[src/rtl/hazard_ctrl.sv]
// Pipeline hazard controller: load-use and branch/JALR operand stalls, plus an
// optional divide hold enabled by defining HAZARD_DIV_HOLD_EN.
module hazard_ctrl #(
  parameter int DIV_LAT_MAX = 34
) (
  input  logic       clk,
  input  logic       reset,
  input  logic [6:0] opcode_id,
  input  logic [4:0] rs1_id,
  input  logic [4:0] rs2_id,
  input  logic [4:0] rd_ex,
  input  logic       reg_write_ex,
  input  logic       mem_to_reg_ex,
  input  logic [4:0] rd_mem,
  input  logic       mem_to_reg_mem,
  input  logic       div_start_ex,
  input  logic       div_done,
  output logic       pc_en,
  output logic       if_id_en,
  output logic       id_ex_en,
  output logic       id_ex_flush,
  output logic       ex_mem_flush,
  output logic       stall
);

  localparam logic [1:0] RUN  = 2'd0;
  localparam logic [1:0] HOLD = 2'd1;
`ifdef HAZARD_DIV_HOLD_EN
  localparam logic [1:0] DIV_WAIT = 2'd2;
  localparam logic [5:0] DIV_LIM  = 6'(DIV_LAT_MAX - 1);
`else
  localparam int div_lat_unused = DIV_LAT_MAX;
  logic div_in_unused;
  assign div_in_unused = div_start_ex ^ div_done;
`endif

  localparam logic [6:0] OP_LUI    = 7'b0110111;
  localparam logic [6:0] OP_AUIPC  = 7'b0010111;
  localparam logic [6:0] OP_JAL    = 7'b1101111;
  localparam logic [6:0] OP_JALR   = 7'b1100111;
  localparam logic [6:0] OP_R      = 7'b0110011;
  localparam logic [6:0] OP_STORE  = 7'b0100011;
  localparam logic [6:0] OP_BRANCH = 7'b1100011;
  localparam logic [6:0] OP_AMO    = 7'b0101111;

  logic [1:0] state_q, state_d;
  logic       cnt_q, cnt_d;
`ifdef HAZARD_DIV_HOLD_EN
  logic [5:0] wait_q, wait_d;
`endif

  logic       uses_rs1, uses_rs2, is_branch, ex_match, mem_match;
  logic [1:0] need_n;
  logic       stall_cyc, div_hold;

  always_comb begin
    uses_rs1  = !((opcode_id == OP_LUI) || (opcode_id == OP_AUIPC) || (opcode_id == OP_JAL));
    uses_rs2  = (opcode_id == OP_R) || (opcode_id == OP_STORE) ||
                (opcode_id == OP_BRANCH) || (opcode_id == OP_AMO);
    is_branch = (opcode_id == OP_BRANCH) || (opcode_id == OP_JALR);
    ex_match  = (rd_ex != 5'd0) &&
                ((uses_rs1 && (rs1_id == rd_ex)) || (uses_rs2 && (rs2_id == rd_ex)));
    mem_match = (rd_mem != 5'd0) &&
                ((uses_rs1 && (rs1_id == rd_mem)) || (uses_rs2 && (rs2_id == rd_mem)));
    need_n = 2'd0;
    if (is_branch) begin
      if (ex_match && mem_to_reg_ex)        need_n = 2'd2;
      else if (ex_match && reg_write_ex)    need_n = 2'd1;
      else if (mem_match && mem_to_reg_mem) need_n = 2'd1;
    end else if (ex_match && mem_to_reg_ex) begin
      need_n = 2'd1;
    end
  end

  // HOLD decrements first so a count of 1 yields exactly one extra stall cycle.
  always_comb begin
    state_d   = state_q;
    cnt_d     = cnt_q;
    stall_cyc = 1'b0;
    div_hold  = 1'b0;
`ifdef HAZARD_DIV_HOLD_EN
    wait_d    = wait_q;
`endif
    case (state_q)
      RUN: begin
`ifdef HAZARD_DIV_HOLD_EN
        if (div_start_ex && !div_done) begin
          div_hold = 1'b1;
          state_d  = DIV_WAIT;
          wait_d   = 6'd0;
        end else begin
`else
        begin
`endif
          stall_cyc = (need_n != 2'd0);
          if (need_n == 2'd2) begin
            state_d = HOLD;
            cnt_d   = 1'b1;
          end
        end
      end
      HOLD: begin
        stall_cyc = 1'b1;
        cnt_d     = cnt_q - 1'b1;
        if (cnt_d == 1'b0) state_d = RUN;
      end
`ifdef HAZARD_DIV_HOLD_EN
      DIV_WAIT: begin
        if (div_done) begin
          stall_cyc = (need_n != 2'd0);
          state_d   = RUN;
          wait_d    = 6'd0;
        end else begin
          div_hold = 1'b1;
          wait_d   = wait_q + 6'd1;
          if (wait_q == DIV_LIM) begin
            state_d = RUN;
            wait_d  = 6'd0;
          end
        end
      end
`endif
      default: begin
        state_d = RUN;
        cnt_d   = 1'b0;
      end
    endcase
    if (reset) begin
      stall_cyc = 1'b0;
      div_hold  = 1'b0;
    end
  end

  assign pc_en        = !(stall_cyc || div_hold);
  assign if_id_en     = !(stall_cyc || div_hold);
  assign id_ex_flush  = stall_cyc && !div_hold;
  assign stall        = !pc_en;
`ifdef HAZARD_DIV_HOLD_EN
  assign id_ex_en     = !div_hold;
  assign ex_mem_flush = div_hold;
`else
  assign id_ex_en     = 1'b1;
  assign ex_mem_flush = 1'b0;
`endif

  always_ff @(posedge clk) begin
    if (reset) begin
      state_q <= RUN;
      cnt_q   <= 1'b0;
`ifdef HAZARD_DIV_HOLD_EN
      wait_q  <= 6'd0;
`endif
    end else begin
      state_q <= state_d;
      cnt_q   <= cnt_d;
`ifdef HAZARD_DIV_HOLD_EN
      wait_q  <= wait_d;
`endif
    end
  end

endmodule

[config.mk]
export PLATFORM = sky130hd
export DESIGN_NAME = hazard_ctrl
export DESIGN_NICKNAME = d
export VERILOG_FILES = /design/src/rtl/hazard_ctrl.sv
export SDC_FILE = /design/constraint.sdc
export NUM_CORES = 1
export LEC_CHECK = 0
export CAP_MARGIN = 20
export CORE_MARGIN = 10
export CORE_UTILIZATION = 34
export DETAILED_ROUTE_END_ITERATION = 6
export PLACE_DENSITY = 0.79
export SYNTH_ARGS = -nofsm -noshare
export SYNTH_HDL_FRONTEND = slang
export SYNTH_SLANG_ARGS = --single-unit
export TNS_END_PERCENT = 10
[constraint.sdc]
create_clock -name clk -period 4.6 [get_ports clk]
set_clock_uncertainty 0.2 [all_clocks]
set_input_delay 1.15 -clock clk [delete_from_list [all_inputs] [get_ports clk]]
set_output_delay 1.15 -clock clk [all_outputs]
set_load 0.03 [all_outputs]
# Yosys cells after proc, flatten, opt, wreduce, memory -nomap -nowiden
# Index checks and enable logic that the tools add are counted.
# word_totals
reg_bits	3
# op_classes
n_mux	12
n_eq_ne	16
reduce_logical	24
add_sub_neg	1
# op_table
operator	n
$eq A7 B6 Y1 const B	4
$eq A7 B7 Y1 const B	3
$eq A5 B5 Y1	4
$mux W2	5
$reduce_bool A5 Y1	2
$logic_and A1 B1 Y1	9
$logic_or A1 B1 Y1	8
$eq A7 B5 Y1 const B	1
$mux W1	4
$ne A2 B2 Y1 const B	2
$pmux W1 S2	2
$pmux W2 S2	1
$eq A2 B1 Y1 const B	1
$eq A2 B2 Y1 const B	1
$logic_not A1 Y1	2
$logic_not A2 Y1	1
$reduce_and A2 Y1	1
$reduce_bool A2 Y1	1
$sub A1 B1 Y1 const B	1

# Logic depth before layout (Yosys ltp)
# Gate-level depths: netlist (run 1).
# logic_depth
word_depth	16
depth_mapped	6
ltp_nobuf	5

# Worst setup path before layout (run 1)
# No wires, ideal clock.
# synth_timing
kind	input-to-output
startpoint	in opcode_id[3]
endpoint	out pc_en
path_buffers	1
slack_ns	0.130
path_stages	6
required_time_ns	3.250
arrival_time_ns	3.120
cell_sequence	or3b_1 > a21oi_1 > nor4_1 > o2111a_1 > o31ai_1 > buf_4
# synth_between
elab_chain_len	16
# synth_lines
item	line_no	text
start, declared	8	input logic [6:0] opcode_id,
$eq A7 B6 Y1, or another cell as far along	57	uses_rs1 = !((opcode_id == OP_LUI) || (opcode_id == OP_AUIPC) || (opcode_id == OP_JAL));
$logic_or A1 B1 Y1, on equally long branches (2 in a row)	57, 58	
$logic_not A1 Y1 / $logic_or A1 B1 Y1 (equally long branches)	57, 59	
$logic_and A1 B1 Y1	64	((uses_rs1 && (rs1_id == rd_mem)) || (uses_rs2 && (rs2_id == rd_mem)));
$logic_or A1 B1 Y1	64	
$logic_and A1 B1 Y1	63	mem_match = (rd_mem != 5'd0) &&
$logic_and A1 B1 Y1	69	else if (mem_match && mem_to_reg_mem) need_n = 2'd1;
$mux W1	69	
$mux W2	68	else if (ex_match && reg_write_ex) need_n = 2'd1;
$mux W2	67	if (ex_match && mem_to_reg_ex) need_n = 2'd2;
$mux W2 (*)	66	if (is_branch) begin
$reduce_bool A2 Y1 (*)	95	stall_cyc = (need_n != 2'd0);
$pmux W1 S2 (*)	84	case (state_q)
$mux W1 (*)	128	if (reset) begin
$logic_not A1 Y1 (*)	-	
end, declared	18	output logic pc_en,
# Every way passes the cells marked *; elsewhere a longest branch is shown, timed or not.

# Worst setup path after layout (run 1)
# layout_timing
startpoint	in opcode_id[4]
endpoint	out id_ex_flush
# layout_between
elab_chain_len	15
# layout_lines
item	line_no	text
$eq A7 B6 Y1, or another cell as far along	57	
$logic_or A1 B1 Y1, on equally long branches (2 in a row)	57, 58	
$logic_not A1 Y1 / $logic_or A1 B1 Y1 (equally long branches)	57, 59	
$logic_and A1 B1 Y1	64	
$logic_or A1 B1 Y1	64	
$logic_and A1 B1 Y1	63	
$logic_and A1 B1 Y1	69	
$mux W1	69	
$mux W2	68	
$mux W2	67	
$mux W2 (*)	66	
$reduce_bool A2 Y1 (*)	95	
$pmux W1 S2 (*)	84	
$mux W1 (*)	128	
end, declared	21	output logic id_ex_flush,
# Marks and branches as above.

==> results of run 1 <==
## flip-flops by register name, summed over array words and instances (netlist names)
name	count
cnt_q	1
state_q	1
## area by class of cell
| cell class | instances | area (um^2) |
|---|---|---|
| Fill cell | 132 | 483 |
| Sequential cell | 2 | 40.0 |
| Tap cell | 15 | 18.8 |
| Inverter | 2 | 7.51 |
| Multi-Input combinational cell | 58 | 422 |
| Timing Repair Buffer | 35 | 340 |
| Clock buffer | 3 | 22.5 |
## path summary, 6_finish.rpt
path         cells past startpoint          from          end
max reg2reg                      3    state_q[0]   state_q[0]
min reg2reg                      1         cnt_q        cnt_q
min                              1         cnt_q        cnt_q
max                              7  opcode_id[4]  id_ex_flush
## through the flow
step                cells  hold slack [ns]
finish                115            0.316
global route          115            0.362
CTS                   115            0.326
detailed placement    112            0.319
global placement      112            0.289
floorplan              66            0.278
## worst max-delay path, stage by stage
cell and delay (ns):
clkdlybuf4s50_1 0.46, and4bb_1 0.29, o21ai_1 0.08, or4_4 0.56
a21oi_2 0.19, o31a_1 0.15, buf_4 0.16
## cell families (layout without fill, tap and decap cells)
kind of cell	after synthesis	after routing
compound gates	12	12
other cells	2	2
flops	2	2
xor+xnor	20	20
buf+inv	6	40
simple gates	24	24
## where the power goes
part	switching (mW)	internal (mW)	total, mW
clock network	0.00926	0.0287	0.0380
logic	0.0238	0.0379	0.0617
registers	0.0000130	0.0175	0.0175
total	0.0330	0.0842	0.117
## Yosys cell counts
master	number	area, um^2
o2111a_1	1	11.3
nor2_1	3	11.3
inv_1	2	7.51
or3b_1	1	8.76
o31a_2	1	10.0
xnor2_1	16	140
a31o_1	1	8.76
xor2_1	4	35.0
dfxtp_1	2	40.0
nand3_1	5	25.0
and3_1	2	12.5
and4bb_1	1	12.5
a21oi_1	3	15.0
o31ai_1	1	7.51
nand2_1	4	15.0
o31a_1	1	8.76
nand4b_1	1	8.76
nor3_1	2	10.0
a21oi_2	2	17.5
or4_4	1	11.3
o21ai_1	1	5.00
buf_4	4	30.0
conb_1	2	7.51
or4_1	2	15.0
nor4_1	2	12.5
a211oi_1	1	7.51
## per-layer routing
metal / wire [um] / global-route usage / share of wire / vias to the layer above
met5: 0 / 0 / 0 / -
met4: 9 / 0.0403 / 0.0057 / 0
met3: 246 / 0.0763 / 0.16 / 2
met2: 684 / 0.155 / 0.44 / 32
met1: 629 / 0.0986 / 0.40 / 255
li1: - / - / - / 304
==> impl_metrics.ini, run 1 <==
[status]
status = complete, no violations

[route]
via_count = 593
drtIter0Drc = 10
wl_um = 1570
viasPerCell = 5.16
dr.pass1.iters = 4
ant_nets = 0
drc = 0
wl_per_cell_um = 13.6

[synth]
ys_seq_elements = 2
seq_area_frac_synth = 0.0810
yosys.area_share.simple = 0.289
yosys.area_share.adder = 0
synth_xor_area_frac = 0.354
syn_inst = 66
synth_compound_area_frac = 0.185
synth_mux_area_frac = 0
syn_area_um2 = 494
ys_types = 26
synth_top_family_by_area = XOR/XNOR gates
syn-num-nets = 100
ys_warn_count = 0
syn_area_per_cell_um2 = 7.49

[worst_setup_path]
cp-start-kind = input pin
crit_fanout = 5
crit_type = in -> out
required_ns = 3.25
endpoint_kind = output pin
r2r_setup_slack_ns = 3.54
worstPathArrival_ns = 3.04

[power_and_ir_drop]
ir_drop_v = 0.0000640
p_per_area_mw_per_mm2 = 138
total_power_uw = 117
p_leak_nw = 0.300

[finish]
final_common_cell = clkdlybuf4s50_1
final_area_um2 = 851
drive_gt1_frac = 0.120
fin_nets = 136
area_growth_syn_to_layout_pct = 72.2
antenna_cells = 0
most-common-layout-cells = clkdlybuf4s50_1, xnor2_1, nand3_1
finish.utilization = 0.638

[grt]
grt.total_usage = 0.0998
antenna_found_initial = 0
first_global_vias = 645
grt_pass1_wl_um = 2730
overflow = 0
grt_max_degree = 6

[sta]
setup_tns_ns = 0
fmax_ghz = 0.228
rsz0062_at_grt = false
slew_violations = 0
finalHoldViolCount = 0
setup_ws_ns = 0.210
setup_viol = 0
period_share = 0.954
period_needed_ns = 4.39

[clock_tree]
cts_tree = built
cts_max_level = 1
clock_sink_count = 2
root_buffer = clkbuf_4
clock_path_buffers = 2
clock_latency_ns = 0.22
cts.clk_slew.worst_paths_ns = 0.03
ctsHoldBuffers = 0
cts_buffers = 3
cts_setup_buffers = 0
cts_resized = 0

[die]
rows = 13
ios = 40
dieHeight_um = 58.1
core_mm2 = 0.00133
start_util = 0.371
dieArea_mm2 = 0.00338
die_x_um = 58.1

[placement]
finalWeightedCongestion = 0.813
portBuffers = 35
post_dp_cell_area_um2 = 823
dp_hpwl_um = 1470
dp_slack_ns = 0.140

[hold_path]
hp-class = reg -> reg

[run]
maxCapViolations = 0
Power figures use the tool's default switching activity.
==> run 2: changes to the inputs <==
- GPL_TIMING_DRIVEN: not set -> 0
==> run 2 against run 1 <==
Utilization up 2.9 points. First-iteration DRC count down 80%. Final area up 4.6%. Count of clock-buffer cells in the layout unchanged.
==> impl_metrics.ini, run 2 (synthesis results as in run 1) <==
[status]
status = complete, no violations

[worst_setup_path]
cp_top_family = buffers and inverters
cp-start-kind = input pin
path_cells = clkdlybuf4s50_1, or3b_1, a21oi_2, nor4_1, o2111a_1, o31a_1, buf_4, buf_4
path_buf_inv = 3
crit_fanout = 5
path_common_cell = buf_4
cp.depth = 8
crit_type = in -> out
crit_path_top_delay_cell = clkdlybuf4s50_1
reg2reg_depth = 3
required_ns = 3.25
worstPathArrival_ns = 3.15
slowest_delay_ns = 0.53
endpoint_kind = output pin

[placement]
portBuffers = 35
dp_slack_ns = -0.474
dp_hpwl_um = 1470
finalWeightedCongestion = 0.817

[finish]
reg_top3 = cnt_q x1, state_q x1
finish.utilization = 0.667
fin_nets = 140
area_growth_syn_to_layout_pct = 80.0
most-common-layout-cells = clkdlybuf4s50_1, xnor2_1, buf_4
final_common_cell = clkdlybuf4s50_1
antenna_cells = 0
fillers = 125
drive_gt1_frac = 0.173

[clock_tree]
ctsHoldBuffers = 0
root_buffer = clkbuf_4
cts_max_level = 1
clock_latency_ns = 0.22
cts_buffers = 3
clock_path_buffers = 2
cts_setup_buffers = 0
cts.clk_slew.worst_paths_ns = 0.03
clock_sink_count = 2
cts_tree = built

[grt]
antenna_found_initial = 0
first_global_vias = 658
grt.total_usage = 0.0964
grt_pass1_wl_um = 2680
grt_max_degree = 6
gr-usage-met1 = 0.0963
grt_use_met3 = 0.0632
met2_usage = 0.155
overflow = 0
busiest_layer = met2

[power_and_ir_drop]
total_power_uw = 120
p_per_area_mw_per_mm2 = 135
ir_drop_v = 0.0000592
p_leak_nw = 0.338

[run]
maxCapViolations = 0

[die]
die_x_um = 58.1
start_util = 0.371
dieHeight_um = 58.1
ios = 40
core_mm2 = 0.00133
rows = 13
dieArea_mm2 = 0.00338

[hold_path]
hp-class = reg -> reg
holdPathStages = 1

[sta]
setup_ws_ns = 0.102
period_share = 0.978
setup_viol = 0
finalHoldViolCount = 0
fmax_ghz = 0.222
period_needed_ns = 4.50
slew_violations = 0
rsz0062_at_grt = true

[route]
wl_per_cell_um = 13.7
viasPerCell = 5.02
drc = 0
via_count = 597
drtIter0Drc = 2
ant_nets = 0
wl_um = 1630
dr.pass1.iters = 2
==> run 2: layout make-up <==
cell class / instances / area (um^2) / share of cell area
buffer: 4 / 30.0 / 0.0338
sequential: 2 / 40.0 / 0.0450
inverter: 2 / 7.51 / 0.00844
timing repair buffer: 35 / 340 / 0.383
tap: 15 / 18.8 / 0.0211
multi-input combinational: 58 / 430 / 0.484
clock buffer: 3 / 22.5 / 0.0253
==> run 2: repair_timing <==
action                                  CTS  global route
resized for setup                        16             7
pin swaps                                 0             0
endpoints found under the setup margin    4             3
==> run 2: per-layer routing <==
layer | part of all wire | vias up
li1 | - | 310
met1 | 0.41 | 255
met2 | 0.45 | 30
met3 | 0.14 | 2
met4 | 0.0025 | 0
met5 | 0 | -
==> run 2: power breakdown <==
group	switching, mW	internal, mW	leakage (nW)	total (mW)
logic	0.0246	0.0392	0.308	0.0637
clock network	0.00998	0.0288	0.0138	0.0388
registers	0.0000132	0.0175	0.0161	0.0175
total	0.0345	0.0855	0.338	0.120
==> run 2: through the flow <==
step / setup TNS, ns / hold WS (ns) / instance area, um^2 / cells
6_report: 0 / 0.314 / 890 / 119
5_1_grt: -0.0312 / 0.347 / 890 / 119
4_1_cts: 0 / 0.317 / 888 / 119
3_5_place_dp: -1.55 / 0.301 / 863 / 116
3_3_place_gp: -1.43 / 0.295 / 863 / 116
2_1_floorplan: 0 / 0.278 / 494 / 66
==> run 2: worst reg2reg max path: stages, from the launching register on <==
cell and delay, ns:
dfxtp_1 0.40, inv_1 0.08, nor3_1 0.18, a31o_1 0.11
==> run 2: path summary, 6_finish.rpt <==
| kind | from | end | slack, ns |
|---|---|---|---|
| hold reg to reg | cnt_q | cnt_q | 0.31 |
| setup / recovery | opcode_id[4] | stall | 0.10 |
| setup reg to reg | state_q[0] | state_q[0] | 3.58 |
| hold / removal | cnt_q | cnt_q | 0.31 |
